### config.mk
export PLATFORM = sky130hd
export DESIGN_NAME = core_mem_arbiter
export DESIGN_NICKNAME = d
export VERILOG_FILES = /design/src/rtl/core_mem_arbiter.sv
export SDC_FILE = /design/constraint.sdc
export NUM_CORES = 1
export LEC_CHECK = 0
export ABC_AREA = 1
export CAP_MARGIN = 20
export CORE_ASPECT_RATIO = 1.4
export CORE_UTILIZATION = 39
export CTS_CLUSTER_SIZE = 30
export DETAILED_ROUTE_END_ITERATION = 7
export PLACE_DENSITY_LB_ADDON = 0.1
export SYNTH_ARGS = -nofsm -noshare
export SYNTH_HDL_FRONTEND = slang
export SYNTH_SLANG_ARGS = --single-unit
export TNS_END_PERCENT = 20
### constraint.sdc
create_clock -name clk -period 5.6 [get_ports clk]
set_input_delay 1.12 -clock clk [delete_from_list [all_inputs] [get_ports clk]]
set_output_delay 1.12 -clock clk [all_outputs]
set_load 0.005 [all_outputs]
### src/rtl/core_mem_arbiter.sv
`default_nettype none
// ---------------------------------------------------------------------------
// core_mem_arbiter : round-robin arbiter from NO_OF_CORES cores to one RAM port,
//                    coalescing same-address reads into a single access.
// Revision 1.0
// ---------------------------------------------------------------------------
module core_mem_arbiter #(
   parameter int NO_OF_CORES = 6,
   parameter int DATA_LEN    = 16,
   parameter int ADDRESS_LEN = 12
) (
   input  logic                             clk,
   input  logic                             reset,
   input  logic [NO_OF_CORES-1:0]           req_valid,
   input  logic [NO_OF_CORES-1:0]           req_write,
   input  logic [ADDRESS_LEN*NO_OF_CORES-1:0] req_addr,
   input  logic [DATA_LEN*NO_OF_CORES-1:0]  req_wdata,
   output logic [NO_OF_CORES-1:0]           grant,
   output logic [NO_OF_CORES-1:0]           rsp_valid,
   output logic [DATA_LEN-1:0]              rsp_rdata,
   output logic                             mem_en,
   output logic                             mem_we,
   output logic [ADDRESS_LEN-1:0]           mem_addr,
   output logic [DATA_LEN-1:0]              mem_wdata,
   input  logic [DATA_LEN-1:0]              mem_rdata,
   output logic                             busy
);

   localparam int PTR_W = $clog2(NO_OF_CORES);
   localparam logic [PTR_W-1:0] LAST = PTR_W'(NO_OF_CORES - 1);

   logic [PTR_W-1:0]       rr_ptr;
   logic [PTR_W-1:0]       win_idx;
   logic [PTR_W:0]         scan;
   logic                   win_found;
   logic                   win_write;
   logic [ADDRESS_LEN-1:0] win_addr;
   logic [DATA_LEN-1:0]    win_wdata;
   logic [NO_OF_CORES-1:0] issue_mask;
   logic [NO_OF_CORES-1:0] rsp_mask;

   // First valid requester at or after rr_ptr, wrapping past the last core.
   always_comb begin
      win_found = 1'b0;
      win_idx   = '0;
      scan      = '0;
      for (int i = 0; i < NO_OF_CORES; i++) begin
         scan = {1'b0, rr_ptr} + (PTR_W+1)'(i);
         if (scan >= (PTR_W+1)'(NO_OF_CORES))
            scan = scan - (PTR_W+1)'(NO_OF_CORES);
         if (!win_found && req_valid[scan[PTR_W-1:0]]) begin
            win_found = 1'b1;
            win_idx   = scan[PTR_W-1:0];
         end
      end
   end

   always_comb begin
      win_write = 1'b0;
      win_addr  = '0;
      win_wdata = '0;
      for (int d = 0; d < NO_OF_CORES; d++) begin
         if (win_idx == PTR_W'(d)) begin
            win_write = req_write[d];
            win_addr  = req_addr[ADDRESS_LEN*d +: ADDRESS_LEN];
            win_wdata = req_wdata[DATA_LEN*d +: DATA_LEN];
         end
      end
   end

   // A read winner drags along every other reader of the same address.
   always_comb begin
      grant = '0;
      if (!reset && win_found) begin
         for (int d = 0; d < NO_OF_CORES; d++) begin
            if (win_write)
               grant[d] = (win_idx == PTR_W'(d));
            else
               grant[d] = req_valid[d] && !req_write[d] &&
                          (req_addr[ADDRESS_LEN*d +: ADDRESS_LEN] == win_addr);
         end
      end
   end

   always_ff @(posedge clk) begin
      if (reset) begin
         rr_ptr     <= '0;
         mem_en     <= 1'b0;
         mem_we     <= 1'b0;
         mem_addr   <= '0;
         mem_wdata  <= '0;
         issue_mask <= '0;
         rsp_mask   <= '0;
      end else begin
         rsp_mask   <= (mem_en && !mem_we) ? issue_mask : '0;
         issue_mask <= grant;
         if (win_found) begin
            mem_en    <= 1'b1;
            mem_we    <= win_write;
            mem_addr  <= win_addr;
            mem_wdata <= win_wdata;
            rr_ptr    <= (win_idx == LAST) ? '0 : win_idx + 1'b1;
         end else begin
            mem_en <= 1'b0;
            mem_we <= 1'b0;
         end
      end
   end

   assign rsp_valid = rsp_mask;
   assign rsp_rdata = mem_rdata;
   assign busy      = mem_en | (|rsp_mask);

endmodule
`default_nettype wire
==> impl_metrics.csv, run 1 <==
group,metric,value,unit
run_status,outcome,"complete, no violations",
detailed_routing,wl_per_cell,16.7,µm
floorplanning,initial_core_util,0.402,
detailed_routing,first_iter_violations,476,
detailed_routing,dr_wl_met3,2.09,mm
setup_path,cp.depth,29,
setup_path,slowest_delay,0.26,ns
timing,min_period_over_period,0.991,
setup_path,crit_required,4.48,ns
cells_and_area,final_core_util,0.733,
synthesis,async_flop_share,0,
timing,hold_viol_final,0,
timing,drv_slew,0,
clocking,cts_tree,"yes",
worst_hold_path,hold_class,"reg -> reg",
global_routing,grt-ovfl-total,0,
detailed_routing,met2WireLength,13.0,mm
detailed_routing,drc,0,
floorplanning,die_h,144,µm
synthesis,synthFlopType,"dfxtp_1",
cells_and_area,drive_gt1_frac,0.305,
detailed_routing,vias_per_cell,5.35,
worst_hold_path,worstHoldPathCells,2,
timing,whs,0.412,ns
placed_design,hpwl,18.5,mm
global_routing,first_global_vias,7680,
clocking,cts-root-buf,"clkbuf_16",
clocking,path_clk_slew,0.06,ns
cells_and_area,fin_nets,1567,
setup_path,cp.arrival,4.43,ns
clocking,cts_buffer_depth,2,
clocking,cts_sinks,45,
setup_path,crit_type,"in -> out",
timing,slew_headroom,0.522,
setup_path,cp_common_cell,"buf_4",
timing,finalSetupViolCount,0,
detailed_routing,highest_layer,"met5",
global_routing,antenna_found_initial,1,
timing,worst_pin_slew,0.716,ns
synthesis,netlist.area_leader.share,0.184,
timing,fin_ws,0.0502,ns
synthesis,yosys_warnings,0,
setup_path,start_kind,"input pin",
setup_path,ff2ff_path_depth,47,
flow_run,drv_cap,0,
clocking,htree_levels,2,
clocking,cts_buffers,5,
placed_design,gp_congestion,1.05,
clocking,cts-hold-fix-buffers,0,
synthesis,synthCells,981,
synthesis,synthDistinctLibCells,40,
setup_path,cp_max_fo,6,
synthesis,synthTopCellsByArea,"nand2_1, dfxtp_1, nand3_1",
clocking,clk_latency,0.29,ns
detailed_routing,totalWireLength,25.8,mm
synthesis,synth_seq_cells,45,
setup_path,critPathBufInv,9,
detailed_routing,first_pass_iters,6,
placed_design,placed_area,0.00863,mm²
timing,clock_skew,0.00637,ns
setup_path,crit_family,"simple AND/OR/NAND/NOR gates",
global_routing,grt_max_degree,46,
floorplanning,fp.coreArea,0.0140,mm²
setup_path,slowest_stage,"bufbuf_16",
synthesis,avgSynthCellArea,5.73,µm²
cells_and_area,area_delta_synth_final,82.2,%
floorplanning,boundaryPins,257,
timing,rsz0062_at_grt,"yes",
floorplanning,die-area,0.0149,mm²
synthesis,seq_area_frac_synth,0.160,
synthesis,syn_area,0.00562,mm²
cells_and_area,final_area,0.0102,mm²
synthesis,yosysTopAreaCell,"nand2_1",
detailed_routing,antenna_left,0,
global_routing,grt_pass1_wl,37.0,mm
placed_design,post-place-ws,-0.647,ns
placed_design,port_buffers,224,
cells_and_area,antennaDiodeCount,0,
global_routing,track_usage,0.324,
floorplanning,die_x,103,µm
floorplanning,fp-row-count,51,
synthesis,synth_edf_count,0,
detailed_routing,vias,8261,
setup_path,end_kind,"output pin",
timing,min_period,5.55,ns
synthesis,postSynthNetCount,1188,
detailed_routing,met1_length,9.54,mm
timing,clock.fmax,180,MHz
-- stage by stage --
step	std cells	TNS, ns
after global placement	1443	-3.17
after detailed placement	1443	-3.27
final	1544	0
after CTS	1501	-0.00211
after global routing	1544	-0.898
after floorplan	981	0
-- layer usage --
metal / vias up / global-route usage
met5: - / 0
met4: 2 / 0.128
met3: 107 / 0.0498
met2: 474 / 0.586
met1: 3692 / 0.374
li1: 3986 / -
-- tightest hold or removal path: stages, from the launching register on --
cell	delay [ns]
dfxtp_1	0.30
inv_1	0.04
nor2_1	0.04
-- cell usage after synthesis (3+ instances only) --
cell,instances
buf_4,20
nand3_2,6
inv_2,12
nor2_2,4
o22ai_1,6
nand2_2,28
or2_2,4
nand3_1,169
xor2_1,15
nand2_1,276
nand2_4,10
o211ai_1,12
dfxtp_1,45
buf_6,8
ha_1,9
buf_1,4
o21ai_0,59
nand4_1,24
inv_1,91
buf_2,14
clkbuf_1,14
nor2_1,52
nand3b_1,21
a21oi_1,29
inv_4,3
o21ai_1,25
-- logic make-up after synthesis --
| logic type | share of synthesized area |
|---|---|
| simple gates | 0.519 |
| buf+inv | 0.139 |
| compound gates | 0.135 |
| flops | 0.160 |
| xor+xnor | 0.0265 |
| fa+ha+maj | 0.0200 |
-- final cells by class --
type,count,area (µm²)
clock buffers,5,125
clock inverters,1,5.00
fillers,1129,3740
inverters,106,445
multi-input cells,770,4550
flip-flops and latches,45,907
well taps,185,231
repair buffers,432,3970
-- sequential cells by signal, summed over array words and instances (netlist names) --
signal	flops
rr_ptr	3
rsp_valid	6
issue_mask	6
mem_wdata	16
mem_addr	12
mem_we	1
mem_en	1
-- timing repair --
action | in CTS | in global routing
pin swaps | 55 | 75
setup endpoints to repair | 6 | 7
cloned | 2 | 0
buffers inserted | 51 | 45
resized for setup | 94 | 150
-- final timing paths --
check | start | end | slack [ns]
worst max-delay path | req_valid[3] | grant[5] | 0.05
worst min-delay path | issue_mask[1] | rsp_valid[1] | 0.41
worst max register to register | rr_ptr[1] | issue_mask[3] | 0.18
worst min register to register | issue_mask[1] | rsp_valid[1] | 0.41
-- cells in the final DEF, fill, tap and decap left out, types with 16 or more instances in the layout --
master,instances
a21oi_1,24
buf_4,174
buf_6,25
clkdlybuf4s50_1,212
dfxtp_1,42
inv_1,78
inv_2,18
nand2_1,241
nand2_2,42
nand2_4,30
nand3_1,142
nand3_2,27
nand3b_1,21
nand4_1,24
nor2_1,41
o21ai_0,56
o21ai_1,16
Power of run 1 is not shown: default switching activity piles up to over one toggle a cycle in this logic, so the estimate is an artifact.
==> run 2, diff against run 1 <==
--- a/config.mk
+++ b/config.mk
@@ -12,6 +12,7 @@
 export CTS_CLUSTER_SIZE = 30
 export DETAILED_ROUTE_END_ITERATION = 7
 export PLACE_DENSITY_LB_ADDON = 0.1
+export RECOVER_POWER = 100
 export SYNTH_ARGS = -nofsm -noshare
 export SYNTH_HDL_FRONTEND = slang
 export SYNTH_SLANG_ARGS = --single-unit
==> run 2 against run 1 <==
Hold slack about the same. Cell area hardly changed. Critical path depth shrank 1. First-iteration DRC count decreased by 8.8%. Sequential share of layout area is essentially flat. Clock-buffer cell count did not move. Non-clock buffer count unchanged. Routed wire length barely moved.
==> impl_metrics.csv, run 2 (synthesis gave the netlist of run 1 again) <==
group,metric,value,unit
global_routing,grt_max_degree,46,
worst_hold_path,worstHoldPathCells,2,
timing,min_period,5.58,ns
setup_path,ff2ff_path_depth,42,
global_routing,track_usage,0.324,
clocking,htree_levels,2,
timing,slew_headroom,0.463,
floorplanning,die_h,144,µm
cells_and_area,fill_cells,1131,
detailed_routing,wl_per_cell,16.7,µm
detailed_routing,drc,0,
worst_hold_path,min_to,"rsp_valid[1]",
worst_hold_path,hold_start,"issue_mask[1]",
clocking,cts-root-buf,"clkbuf_16",
setup_path,end_kind,"output pin",
cells_and_area,drive_gt1_frac,0.305,
clocking,cts_tree,"yes",
floorplanning,boundaryPins,257,
cells_and_area,fin_nets,1567,
setup_path,timing.rr.start,"rr_ptr[1]",
setup_path,cp_common_cell,"buf_4",
global_routing,antenna_found_initial,1,
placed_design,gp_congestion,1.05,
cells_and_area,largest_reg_flops,16,
placed_design,port_buffers,224,
detailed_routing,totalWireLength,25.8,mm
global_routing,grt-ovfl-total,0,
placed_design,placed_area,0.00863,mm²
setup_path,critPathBufInv,9,
floorplanning,initial_core_util,0.402,
timing,clock_skew,0.00583,ns
timing,min_period_over_period,0.996,
clocking,cts_sinks,45,
flow_run,drv_cap,0,
clocking,cts_buffers,5,
timing,finalSetupViolCount,0,
clocking,cts_buffer_depth,2,
detailed_routing,vias,8248,
cells_and_area,final_area,0.0102,mm²
timing,worst_pin_slew,0.806,ns
worst_hold_path,hold_class,"reg -> reg",
setup_path,r2r_slack,0.18,ns
floorplanning,die-area,0.0149,mm²
run_status,outcome,"complete, no violations",
cells_and_area,top_regs,"mem_wdata x16, mem_addr x12",
setup_path,cp.arrival,4.46,ns
global_routing,first_global_vias,7680,
floorplanning,fp.coreArea,0.0140,mm²
detailed_routing,antenna_left,0,
timing,hold_viol_final,0,
cells_and_area,layout_common_cells,"nand2_1, clkdlybuf4s50_1, buf_4",
setup_path,start_kind,"input pin",
floorplanning,fp-row-count,51,
setup_path,slowest_stage,"bufbuf_16",
setup_path,crit_required,4.48,ns
timing,rsz0062_at_grt,"yes",
cells_and_area,regMostFlops,"mem_wdata",
placed_design,hpwl,18.5,mm
detailed_routing,vias_per_cell,5.34,
clocking,clk_latency,0.29,ns
setup_path,crit_family,"buffers and inverters",
cells_and_area,area_delta_synth_final,82.2,%
setup_path,cp_max_fo,6,
timing,drv_slew,0,
floorplanning,die_x,103,µm
cells_and_area,final_common_cell,"nand2_1",
detailed_routing,first_pass_iters,6,
setup_path,slowest_delay,0.26,ns
global_routing,grt_pass1_wl,37.0,mm
setup_path,worstReg2RegEnd,"issue_mask[3]",
timing,clock.fmax,179,MHz
detailed_routing,first_iter_violations,434,
clocking,path_clk_slew,0.06,ns
setup_path,crit_type,"in -> out",
run 2: cell types whose count changed in the layout (fill, tap and decap cells not counted), sizes merged:
cell           before  now
clkdlybuf4s50     212  174
buf               210  209
diode               0    1
dlygate4sd3         0   38
clkbuf             11   12
run 2: how the worst max path moves through the flow:
stage,startpoint,endpoint,slack [ns],cells past startpoint
finish,req_valid[3],grant[0],0.02,28
global route,rr_ptr[1],grant[0],-0.22,32
CTS,req_valid[0],grant[5],-0.002,29
detailed placement,req_valid[3],grant[1],-0.65,27
global placement,req_valid[4],grant[1],-0.63,23
floorplan,rr_ptr[0],grant[3],0.12,32
run 2: through the flow:
step                hold slack (ns)  setup TNS [ns]  setup WS, ns  instances  utilization
floorplan                     0.394               0         0.124        981            -
global placement              0.405           -3.17        -0.629       1443        0.617
detailed placement            0.401           -3.27        -0.647       1443        0.617
CTS                           0.414        -0.00211      -0.00211       1501        0.676
global route                  0.437          -0.923        -0.218       1545        0.732
finish                        0.412               0        0.0221       1545        0.732
run 2: what timing repair did:
item,4_1_cts,5_1_grt
cloned,2,0
hold buffers,0,0
resized for setup,94,150
pin swaps,55,75
setup endpoints to repair,6,7
buffers inserted,51,45
run 2: final cells by class:
cell class | count | area (µm²) | share of cell area
Multi-Input combinational cell | 770 | 4550 | 0.445
Clock buffer | 5 | 125 | 0.0122
Tap cell | 185 | 231 | 0.0226
Sequential cell | 45 | 907 | 0.0886
Clock inverter | 1 | 5.00 | 0.000489
Timing Repair Buffer | 432 | 3970 | 0.387
Antenna cell | 1 | 2.50 | 0.000244
Inverter | 106 | 445 | 0.0435
run 2: per-layer routing:
layer	global-route usage	wire (µm)	share of wire
met5	0	0	0
met4	0.128	1250	0.048
met3	0.0498	1960	0.076
met2	0.586	13000	0.50
met1	0.374	9590	0.37
run 2: worst register-to-register path, delay by kind of cell, from the launching register on:
kind | cells | cell delay (ns)
AND/OR/NAND/NOR | 21 | 2.50
buffers and inverters | 20 | 2.32
flip-flops | 1 | 0.38
adder cells (fa/ha/maj) | 1 | 0.18
Power of run 2 is left out for the same reason.
